`config.mk`:
```
export PLATFORM = sky130hd
export DESIGN_NAME = bit_serializer
export DESIGN_NICKNAME = d
export VERILOG_FILES = /design/src/rtl/bit_serializer_pkg.sv /design/src/rtl/bit_serializer_word_buf.sv /design/src/rtl/bit_serializer.sv
export SDC_FILE = /design/constraint.sdc
export NUM_CORES = 1
export LEC_CHECK = 0
export CAP_MARGIN = 20
export CORE_ASPECT_RATIO = 1.2
export CORE_MARGIN = 10
export CORE_UTILIZATION = 52
export CTS_CLUSTER_SIZE = 16
export DETAILED_ROUTE_END_ITERATION = 16
export GPL_TIMING_DRIVEN = 0
export PLACE_DENSITY_LB_ADDON = 0.12
export SLEW_MARGIN = 20
export SYNTH_ARGS = -nofsm -noshare
export SYNTH_HDL_FRONTEND = slang
export SYNTH_HIERARCHICAL = 1
export SYNTH_SLANG_ARGS = --single-unit
```
`constraint.sdc`:
```
create_clock -name clk -period 2.2 [get_ports clk]
set_input_delay 0.44 -clock clk [delete_from_list [all_inputs] [get_ports clk]]
set_output_delay 0.44 -clock clk [all_outputs]
set_load 0.005 [all_outputs]
```
`src/rtl/bit_serializer_pkg.sv`:
```
// Shared definitions for the bit serializer and the sequence-detector bench:
// FSM state encoding and the default word width.
package bit_serializer_pkg;

    typedef enum logic {
        IDLE  = 1'b0,
        SHIFT = 1'b1
    } state_t;

    localparam int DEFAULT_WIDTH = 8;

endpackage

```
`src/rtl/bit_serializer_word_buf.sv`:
```
// One-deep holding register that parks the next word while the current one
// is still being shifted out.
module word_buf
    import bit_serializer_pkg::*;
#(
    parameter int WIDTH = DEFAULT_WIDTH
) (
    input  logic             clk,
    input  logic             rst,
    input  logic             load,
    input  logic [WIDTH-1:0] load_data,
    input  logic             unload,
    output logic             full,
    output logic [WIDTH-1:0] data
);

    logic             full_q;
    logic             full_d;
    logic [WIDTH-1:0] data_q;
    logic [WIDTH-1:0] data_d;

    // load is only issued while empty and unload only while full, so the two
    // strobes never meet on the same edge.
    always_comb begin
        full_d = full_q;
        data_d = data_q;
        if (unload) begin
            full_d = 1'b0;
        end
        if (load) begin
            full_d = 1'b1;
            data_d = load_data;
        end
    end

    always_ff @(posedge clk or negedge rst) begin
        if (!rst) begin
            full_q <= 1'b0;
            data_q <= '0;
        end else begin
            full_q <= full_d;
            data_q <= data_d;
        end
    end

    assign full = full_q;
    assign data = data_q;

endmodule

```
`src/rtl/bit_serializer.sv`:
```
// Parallel-to-serial converter with valid/ready input, one-word holding buffer
// for gapless back-to-back words, and a stall input that freezes the stream.
module bit_serializer
    import bit_serializer_pkg::*;
#(
    parameter int WIDTH     = DEFAULT_WIDTH,
    parameter bit MSB_FIRST = 1'b1
) (
    input  logic             clk,
    input  logic             rst,
    input  logic [WIDTH-1:0] in_data,
    input  logic             in_valid,
    output logic             in_ready,
    input  logic             stall,
    output logic             x,
    output logic             x_valid,
    output logic             busy
);

    localparam int            CW       = $clog2(WIDTH);
    localparam logic [CW-1:0] LAST_CNT = CW'(WIDTH - 1);

    state_t           state_q;
    state_t           state_d;
    logic [WIDTH-1:0] sreg_q;
    logic [WIDTH-1:0] sreg_d;
    logic [CW-1:0]    cnt_q;
    logic [CW-1:0]    cnt_d;

    logic             accept;
    logic             buf_load;
    logic             buf_unload;
    logic             buf_full;
    logic [WIDTH-1:0] buf_data;
    logic [WIDTH-1:0] sreg_shifted;

    word_buf #(
        .WIDTH (WIDTH)
    ) u_word_buf (
        .clk       (clk),
        .rst       (rst),
        .load      (buf_load),
        .load_data (in_data),
        .unload    (buf_unload),
        .full      (buf_full),
        .data      (buf_data)
    );

    assign in_ready = !buf_full;
    assign accept   = in_valid && in_ready;

    always_comb begin
        if (MSB_FIRST) begin
            sreg_shifted = {sreg_q[WIDTH-2:0], 1'b0};
        end else begin
            sreg_shifted = {1'b0, sreg_q[WIDTH-1:1]};
        end
    end

    always_comb begin
        state_d    = state_q;
        sreg_d     = sreg_q;
        cnt_d      = cnt_q;
        buf_load   = 1'b0;
        buf_unload = 1'b0;
        case (state_q)
            IDLE: begin
                if (accept) begin
                    sreg_d  = in_data;
                    cnt_d   = '0;
                    state_d = SHIFT;
                end
            end
            SHIFT: begin
                if (stall || cnt_q != LAST_CNT) begin
                    if (!stall) begin
                        sreg_d = sreg_shifted;
                        cnt_d  = cnt_q + 1'b1;
                    end
                    buf_load = accept;
                end else if (buf_full) begin
                    // Last bit: the buffered word follows with no idle bit.
                    sreg_d     = buf_data;
                    cnt_d      = '0;
                    buf_unload = 1'b1;
                end else if (accept) begin
                    sreg_d = in_data;
                    cnt_d  = '0;
                end else begin
                    state_d = IDLE;
                end
            end
            default: state_d = IDLE;
        endcase
    end

    always_ff @(posedge clk or negedge rst) begin
        if (!rst) begin
            state_q <= IDLE;
            sreg_q  <= '0;
            cnt_q   <= '0;
        end else begin
            state_q <= state_d;
            sreg_q  <= sreg_d;
            cnt_q   <= cnt_d;
        end
    end

    assign x_valid = (state_q == SHIFT);
    assign x       = x_valid & (MSB_FIRST ? sreg_q[WIDTH-1] : sreg_q[0]);
    assign busy    = (state_q == SHIFT) | buf_full;

endmodule

```
Yosys cells after proc, flatten, opt, wreduce, memory -nomap -nowiden
Cells that the tools add are included.

word-level totals
  flip-flop bits (word level) = 21
  input bits = 12
  word-level logic and storage cells = 36
  output and inout port bits = 4

operators by class
  equal/unequal tests = 2
  reductions and logical operators = 4
  $add $sub $neg = 1
  muxes and demuxes = 21
  bitwise gates (word level) = 3

operators with widths
  operator                                                        number
  8-bit 2-to-1 mux                                                4
  8-bit case mux with 2 select lines                              1
  3-bit 2-to-1 mux                                                4
  1-bit 2-to-1 mux                                                10
  3-bit inequality test (second input constant)                   2
  3-bit case mux with 2 select lines                              1
  3-bit by 1-bit adder with 3-bit output (second input constant)  1
  1-bit case mux with 2 select lines                              1
  2-bit nonzero test                                              1
  1-bit AND                                                       1
  1-bit logical AND                                               1
  1-bit logical NOT                                               1
  1-bit logical OR                                                1
  1-bit NOT                                                       1
  1-bit bitwise OR                                                1

Longest topological paths before layout
Gate-level depths: netlist of the first run.

  word-level depth = 6
  mapped depth = 8

Cells and area by module
Netlist of the first run, hierarchy kept.

by module, submodules not included
  module          cells an instance  seq. area each (um^2)  area each (um^2)  times used
  bit_serializer  70                 300.3                  673.1             1
  word_buf        20                 225.2                  369.1             1

Least setup slack after synthesis of the first run
No wires, ideal clock.

  path type = flip-flop to flip-flop
  from = reg cnt_q[0]
  to = reg sreg_q[1]
  period minus slack after synthesis = 1.714 ns
  path slack = 0.486 ns
  stages on the path, launching flop included = 7
  setup time = 0.126 ns
  required time = 2.074 ns
  arrival = 1.588 ns
  path through = dfrtp_1 -> ha_1 -> ha_1 -> clkbuf_1 -> a32o_1 -> buf_6 -> a221o_1

between the ends
  cells in the longest elaborated chain, start to end = 4

ends and longest elaborated chain
  element                             RTL line               source
  from (decl)                         bit_serializer.sv:27   logic [CW-1:0] cnt_q;
  from (signal assigned)              bit_serializer.sv:105  cnt_q <= cnt_d;
  3-bit inequality test *             bit_serializer.sv:75   if (stall || cnt_q != LAST_CNT) begin
  1-bit logical OR *                  bit_serializer.sv:75
  8-bit 2-to-1 mux                    bit_serializer.sv:75
  8-bit case mux with 2 select lines  bit_serializer.sv:66   case (state_q)
  to (signal assigned)                bit_serializer.sv:104  sreg_q <= sreg_d;
  to (decl)                           bit_serializer.sv:25   logic [WIDTH-1:0] sreg_q;

Every way passes the cells marked *; elsewhere a longest branch is shown, timed or not.
A chain may end at the register's enable or synchronous reset.

Final worst setup path of the first run
  from = reg u_word_buf.full_q (netlist: u_word_buf/full)
  to = out busy

between the ends
  cells in the longest elaborated chain, start to end = 1

ends and longest elaborated chain
  element                 RTL line                       source
  from (decl)             bit_serializer_word_buf.sv:17  logic full_q;
  from (signal assigned)  bit_serializer_word_buf.sv:41  full_q <= full_d;
  1-bit bitwise OR        bit_serializer.sv:111          assign busy = (state_q == SHIFT) | buf_full;
  to (decl)               bit_serializer.sv:17           output logic busy

No other way between the ends.

==> results of run 1 <==
[flip-flops by register name, indices dropped and copies added (netlist names)]
| name | cells |
|---|---|
| sreg_q | 8 |
| u_word_buf/full | 1 |
| cnt_q | 3 |
| u_word_buf/data | 8 |
| x_valid | 1 |
[cells in the mapped netlist (all sizes together)]
cell type,number,share of area
a21o,1,0.0084
a21oi,8,0.038
a221o,8,0.077
a22o,2,0.017
a32o,1,0.0096
and2,1,0.0060
buf,2,0.022
clkbuf,4,0.014
dfrtp,21,0.50
ha,2,0.024
inv,4,0.014
mux2,9,0.13
nand2,3,0.011
nand2b,10,0.060
nand3,7,0.034
nor2,3,0.011
nor3,1,0.0048
o21ai,1,0.0048
or2,1,0.0060
or3b,1,0.0084
[report_power, final]
group / internal [mW] / switching [mW] / total [mW] / leakage (nW)
Sequential: 0.548 / 0.127 / 0.674 / 0.260
Clock: 0.0679 / 0.123 / 0.191 / 0.0177
Combinational: 0.332 / 0.200 / 0.533 / 0.264
Total: 0.948 / 0.450 / 1.40 / 0.541
[stage by stage]
stage,setup WS (ps),power (mW),hold WS [ps],utilization
after floorplan,486,1.05,144,-
after global placement,50.8,1.20,494,0.650
after detailed placement,30.7,1.22,493,0.650
after CTS,90.8,1.41,525,0.662
after global routing,13.1,1.52,554,0.664
final,109,1.40,519,0.664
[worst min-delay path by stage]
stage / slack (ps) / depth (start not counted) / to
floorplan: 140 / 0 / cnt_q[0]$_DFFE_PN0P_
global placement: 490 / 1 / sreg_q[7]$_DFFE_PN0P_
detailed placement: 490 / 1 / u_word_buf/data[1]$_DFFE_PN0P_
CTS: 520 / 1 / sreg_q[7]$_DFFE_PN0P_
global route: 550 / 1 / u_word_buf/data[2]$_DFFE_PN0P_
finish: 520 / 1 / sreg_q[7]$_DFFE_PN0P_
[repair_timing]
item | CTS | global route
pin swaps | 0 | 0
gates resized for setup | 0 | 1
setup endpoints to repair | 1 | 7
hold buffers | 0 | 0
[cell type report]
| class | instances | area (um2) | area share |
|---|---|---|---|
| inverter | 4 | 15.0 | 0.0121 |
| timing repair buffer | 15 | 150 | 0.121 |
| clock buffer | 3 | 22.5 | 0.0181 |
| tap | 19 | 23.8 | 0.0191 |
| clock inverter | 1 | 5.00 | 0.00402 |
| buffer | 5 | 33.8 | 0.0272 |
| multi-input combinational | 59 | 468 | 0.376 |
| sequential | 21 | 526 | 0.423 |
[metal layers]
metal | part of all wire | up-vias | track usage | routed length [um]
li1 | - | 361 | - | -
met4 | 0.016 | 0 | 0.0511 | 36
met5 | 0 | - | 0 | 0
met2 | 0.50 | 12 | 0.168 | 1100
met3 | 0.062 | 4 | 0.0329 | 136
met1 | 0.42 | 374 | 0.147 | 927
[kinds of logic after synthesis]
family          count (synthesis)
compound gates                 21
simple gates                   27
flops                          21
fa+ha+maj                       2
buf+inv                        10
mux                             9
==> results.md, run 1 <==
* Antenna violations before repair at 0
* XOR/XNOR share of the synthesized area at 0
* Fraction of layout cells with a size suffix above 1 at 0.167
* WP depth at 2
* Core area at 1870 um2
* R2R Setup Slk at between 200 and 300 ps
* Min-delay src: sreg_q[7]$_DFFE_PN0P_
* Max stage delay on crit path at ~550 ps
* Post-synthesis compound-gate area fraction at 0.155
* Residual DRC at 0
* Slew margin rel. at 0.379
* Clock Path Buffers at 2
* Worst Setup EP: busy
* Root buffer cell: clkbuf_4
* Final period util at 0.951
* Commonest non-fill, non-tap cell in the layout: dfrtp_1
* Layout area overhead at 19.3%
* Clock-pin slew on the worst setup and hold paths at roughly 120 ps
* Count of unique library cells instantiated by Yosys at 21
* Worst Path Required at 1760 ps
* Setup bufs post-CTS at 0
* Antenna viol nets, final at 0
* Clk sinks at 21
* Placed Cells at 124
* Initial DRC Count at 15
* Reg-to-Reg End: sreg_q[7]$_DFFE_PN0P_
* Final setup TNS at 0 ps
* Critical path type: register to output pin
* Number of synthesized register bits at 21
* Top delay family on crit path: flip-flops
* Cts bufs inserted at 3
* PD cells at 1120 nW/um2
* Adder-cell share of the synthesized area at 0.0240
* Die Wd at just over 60 um
* Most frequent cells in the layout: dfrtp_1, clkdlybuf4s50_1, nand2b_1
* Crit Path Max Fanout at 14
* Starting Density at 0.557
* Row count at 17
* Worst path arrival time at around 1700 ps
* Pre-Repair DR Iteration Count at 4
* Hold WC Path Type: register to register
* Worst skew pair latency at 310 ps
* Slowest cell on crit path: dfrtp_1
* Worst R2R Start: cnt_q[0]$_DFFE_PN0P_
* Port Buffers at 15
* ANT cells at 0
* Post-layout min period at about 2100 ps
* Final Net Count at around 120
* Crit path capture type: output pin
* Mapped Area at ~1000 um2
* GP Congestion at ~0.78
* Max cap viols at 0
* Vias at ~750
* Largest net degree at the start of global routing at 22
* Total global routing overflow at 0
* Simple-Gate Fraction of Synth Area at 0.140
* Setup crit start: u_word_buf/full$_DFFE_PN0P_
* RSZ-0062 raised after global routing: no
* H-tree levels at 1
* Vias in the first global route at between 800 and 900
* Critical path buffers and inverters at 1
* Fmax at 0.478 GHz
* First-pass GRT wire length at slightly below 4 mm
* Final hold vios at 0
* Placed cell area at ~1200 um2
* Pleak at approximately 0.54 nW
* Wire length per cell at 17.3 um
* Worst IR drop on VDD at between 0.5 and 0.6 mV
* Io pins at 16
* Layout Skew at 1.65 ps
* Post-synthesis instance total at 90
* Main combinational cell family by area after synthesis: compound AO/OA/AOI/OAI gates
* Final setup vio count at 0
* Synthesized Nets at approximately 100
* Post-DP HPWL at roughly 1.5 mm
* Total GRT Usage at 0.114
* Final Non-Filler Cells at around 130
* Final instance area at about 1200 um2
* Post-DR vias/cell at ~5.9
* Post-Route WL at approximately 2.2 mm
* TritonCTS clock tree: built
* CP Launch Type: register
* Actual slew at the worst max-slew pin at a little over 900 ps
* Die ar. at 4200 um2
* Fillers at roughly 160
* Avg Inst Size Synth at around 12 um2
* Mux contribution to synthesized area at 0.126
* Synth Warn # at 6
* Seq/Total Area, Yosys at 0.504
* Outcome: complete, no violations
* Die Ht at between 60 and 70 um
* Reg2reg path depth at 7
* Final Max Tran Viols at 0
* Critical Path, Cell by Cell: or2_2, clkdlybuf4s50_1
No activity file was read; power rests on OpenSTA's default activity.
==> run 2, diff against run 1 <==
--- a/config.mk
+++ b/config.mk
@@ -5,10 +5,11 @@
 export SDC_FILE = /design/constraint.sdc
 export NUM_CORES = 1
 export LEC_CHECK = 0
+export ABC_CLOCK_PERIOD_IN_PS = 1700
 export CAP_MARGIN = 20
 export CORE_ASPECT_RATIO = 1.2
 export CORE_MARGIN = 10
-export CORE_UTILIZATION = 52
+export CORE_UTILIZATION = 47
 export CTS_CLUSTER_SIZE = 16
 export DETAILED_ROUTE_END_ITERATION = 16
 export GPL_TIMING_DRIVEN = 0
==> constraint.sdc (replaced) <==
create_clock -name clk -period 1.7 [get_ports clk]
set_input_delay 0.34 -clock clk [delete_from_list [all_inputs] [get_ports clk]]
set_output_delay 0.34 -clock clk [all_outputs]
set_load 0.005 [all_outputs]
==> results.md, run 2 (same netlist as run 1, synthesis figures left out) <==
* Root buffer cell: clkbuf_4
* Slew margin rel. at 0.362 (-0.0170)
* Vias in the first global route at 820 (+0.86%)
* Vias at 808 (+7.6%)
* Final Util at 0.648 (-0.0169)
* Internal power at 1.36 mW (+43%)
* First-pass GRT wire length at 4.06 mm (+5.0%)
* Layout Skew at 1.80 ps (+0.155 ps)
* Layout area overhead at 30.1%
* Final Non-Filler Cells at 145 (+14%)
* Core area at 2090 um2 (+12%)
* Final period util at 0.997
* Post-CTS Hold Buffers at 0 (unchanged)
* H-tree levels at 1 (unchanged)
* Critical path type: primary input to register
* Final Net Count at 130 (+5.7%)
* Final instance area at 1360 um2 (+9.1%)
* Antenna violations before repair at 0 (unchanged)
* Final setup vio count at 0 (unchanged)
* Net Sw Frac at 0.316 (-0.00613)
* Placed cell area at 1230 um2 (+1.2%)
* Most frequent cells in the layout: dfrtp_1, clkdlybuf4s50_1, nand2b_1
* Worst path arrival time at 1890 ps (+240 ps)
* Clock Power Share at 0.120 (-0.017)
* Starting Density at 0.498 (-0.0592)
* Final WS setup at 5.43 ps (-103 ps)
* Pleak at 0.598 nW (+10%)
* Clk sinks at 21 (unchanged)
* Crit path capture type: register
* Actual slew at the worst max-slew pin at 955 ps (+25.4 ps)
* Largest net degree at the start of global routing at 22 (unchanged)
* Fraction of layout cells with a size suffix above 1 at 0.287 (+0.120)
* Hold WC Path Type: register to register
* Cts bufs inserted at 3 (unchanged)
* TritonCTS clock tree: built
* Die ar. at 4510 um2 (+7.3%)
* CP Launch Type: primary input
* Die Wd at 63.0 um (+3.5%)
* PD cells at 1460 nW/um2 (+30%)
* Fmax at roughly 0.59 GHz
* Max cap viols at 0 (unchanged)
* Clock-pin slew on the worst setup and hold paths at 110 ps (about the same)
* Final hold vios at 0 (unchanged)
* Worst IR drop on VDD at 0.976 mV (+63%)
* Total global routing overflow at 0 (unchanged)
* Post-DP HPWL at 1.46 mm (-4.5%)
* Crit Path Max Fanout at 5 (-9)
* Initial DRC Count at 19 (+4)
* Die Ht at 71.6 um (+3.7%)
* Switch Pwr at 626 uW (+39%)
* Antenna viol nets, final at 0 (unchanged)
* GP Congestion at 0.740 (-5.0%)
* Pre-CTS setup slack at -357 ps (-388 ps)
* Post-DR vias/cell at 5.57 (-5.8%)
* Total GRT Usage at 0.109 (-0.00539)
* Post-layout min period at around 1700 ps
* Commonest non-fill, non-tap cell in the layout: dfrtp_1
* Post-Route WL at 2.34 mm (+6.5%)
* ANT cells at 0 (unchanged)
* Comb power frac at 0.454 (+0.073)
* Clock Path Buffers at 2 (unchanged)
* Worst skew pair latency at 300 ps (about the same)
* Placed Cells at 135 (+8.9%)
* Sequential power share at 0.426 (-0.056)
* Io pins at 16 (unchanged)
* Final Max Tran Viols at 0 (unchanged)
* Row count at 18 (+1)
* Residual DRC at 0 (unchanged)
* Pre-Repair DR Iteration Count at 4 (unchanged)
* RSZ-0062 raised after global routing: yes
* Port Buffers at 15 (unchanged)
* Wire length per cell at 16.1 um (-6.7%)
* Outcome: complete, no violations
* Worst Path Required at 1900 ps (+140 ps)
run 2: cell types whose count changed in the layout (fill, tap and decap cells not counted), sizes merged:
cell and change:
clkdlybuf4s50 -3, clkinv -1, clkbuf +2, buf +7
dlygate4sd2 +2
run 2: through the flow:
step	hold slack (ps)	power [mW]	TNS (ps)
final	524	1.98	0
after global routing	541	2.13	-229
after CTS	527	1.97	0
after detailed placement	494	1.58	-4780
after global placement	494	1.56	-4280
after floorplan	44.4	1.36	0
run 2: layout make-up:
class                   instances  area (um2)
fillers                       170         738
clock buffers                   4        26.3
multi-input cells              59         499
well taps                      30        37.5
repair buffers                 22         206
plain buffers                   5        45.0
inverters                       4        15.0
flip-flops and latches         21         527
run 2: final timing paths:
check | startpoint | endpoint | slack [ps] | cells after the start
hold / removal | u_word_buf/data[1]$_DFFE_PN0P_ | u_word_buf/data[1]$_DFFE_PN0P_ | 520 | 1
setup reg to reg | u_word_buf/full$_DFFE_PN0P_ | sreg_q[0]$_DFFE_PN0P_ | 20 | 5
max in group asynchronous | rst | x_valid$_DFF_PN0_ | 510 | 1
setup / recovery | in_valid | sreg_q[0]$_DFFE_PN0P_ | 5 | 5
hold reg to reg | u_word_buf/data[1]$_DFFE_PN0P_ | u_word_buf/data[1]$_DFFE_PN0P_ | 520 | 1
min in group asynchronous | rst | u_word_buf/full$_DFFE_PN0P_ | 560 | 1
run 2: metal layers:
metal / wire (um) / GRT usage / vias to the layer above
li1: - / - / 376
met5: 0 / 0 / -
met2: 1130 / 0.168 / 15
met4: 34 / 0.0299 / 0
met1: 1120 / 0.148 / 412
met3: 55 / 0.0249 / 5
run 2: critical path, stage by stage:
cell and delay [ps]:
clkdlybuf4s50_1 490, or3b_1 350, a32o_2 260, buf_6 140, a221o_1 310
run 2: power by group through the flow:
stage / registers [mW] / clock network (mW) / logic [mW]
5_1_grt: 0.874 / 0.268 / 0.984
6_report: 0.844 / 0.239 / 0.900
3_5_place_dp: 0.849 / 0 / 0.729
4_1_cts: 0.841 / 0.248 / 0.877
2_1_floorplan: 0.814 / 0 / 0.546
3_3_place_gp: 0.842 / 0 / 0.715
run 2: timing repair:
| item | CTS | global route |
|---|---|---|
| setup buffers | 4 | 1 |
| setup endpoints to repair | 22 | 19 |
| hold endpoints to repair | 0 | 0 |
| gates resized for setup | 19 | 4 |
| pin swaps | 9 | 0 |
| gates cloned | 2 | 0 |
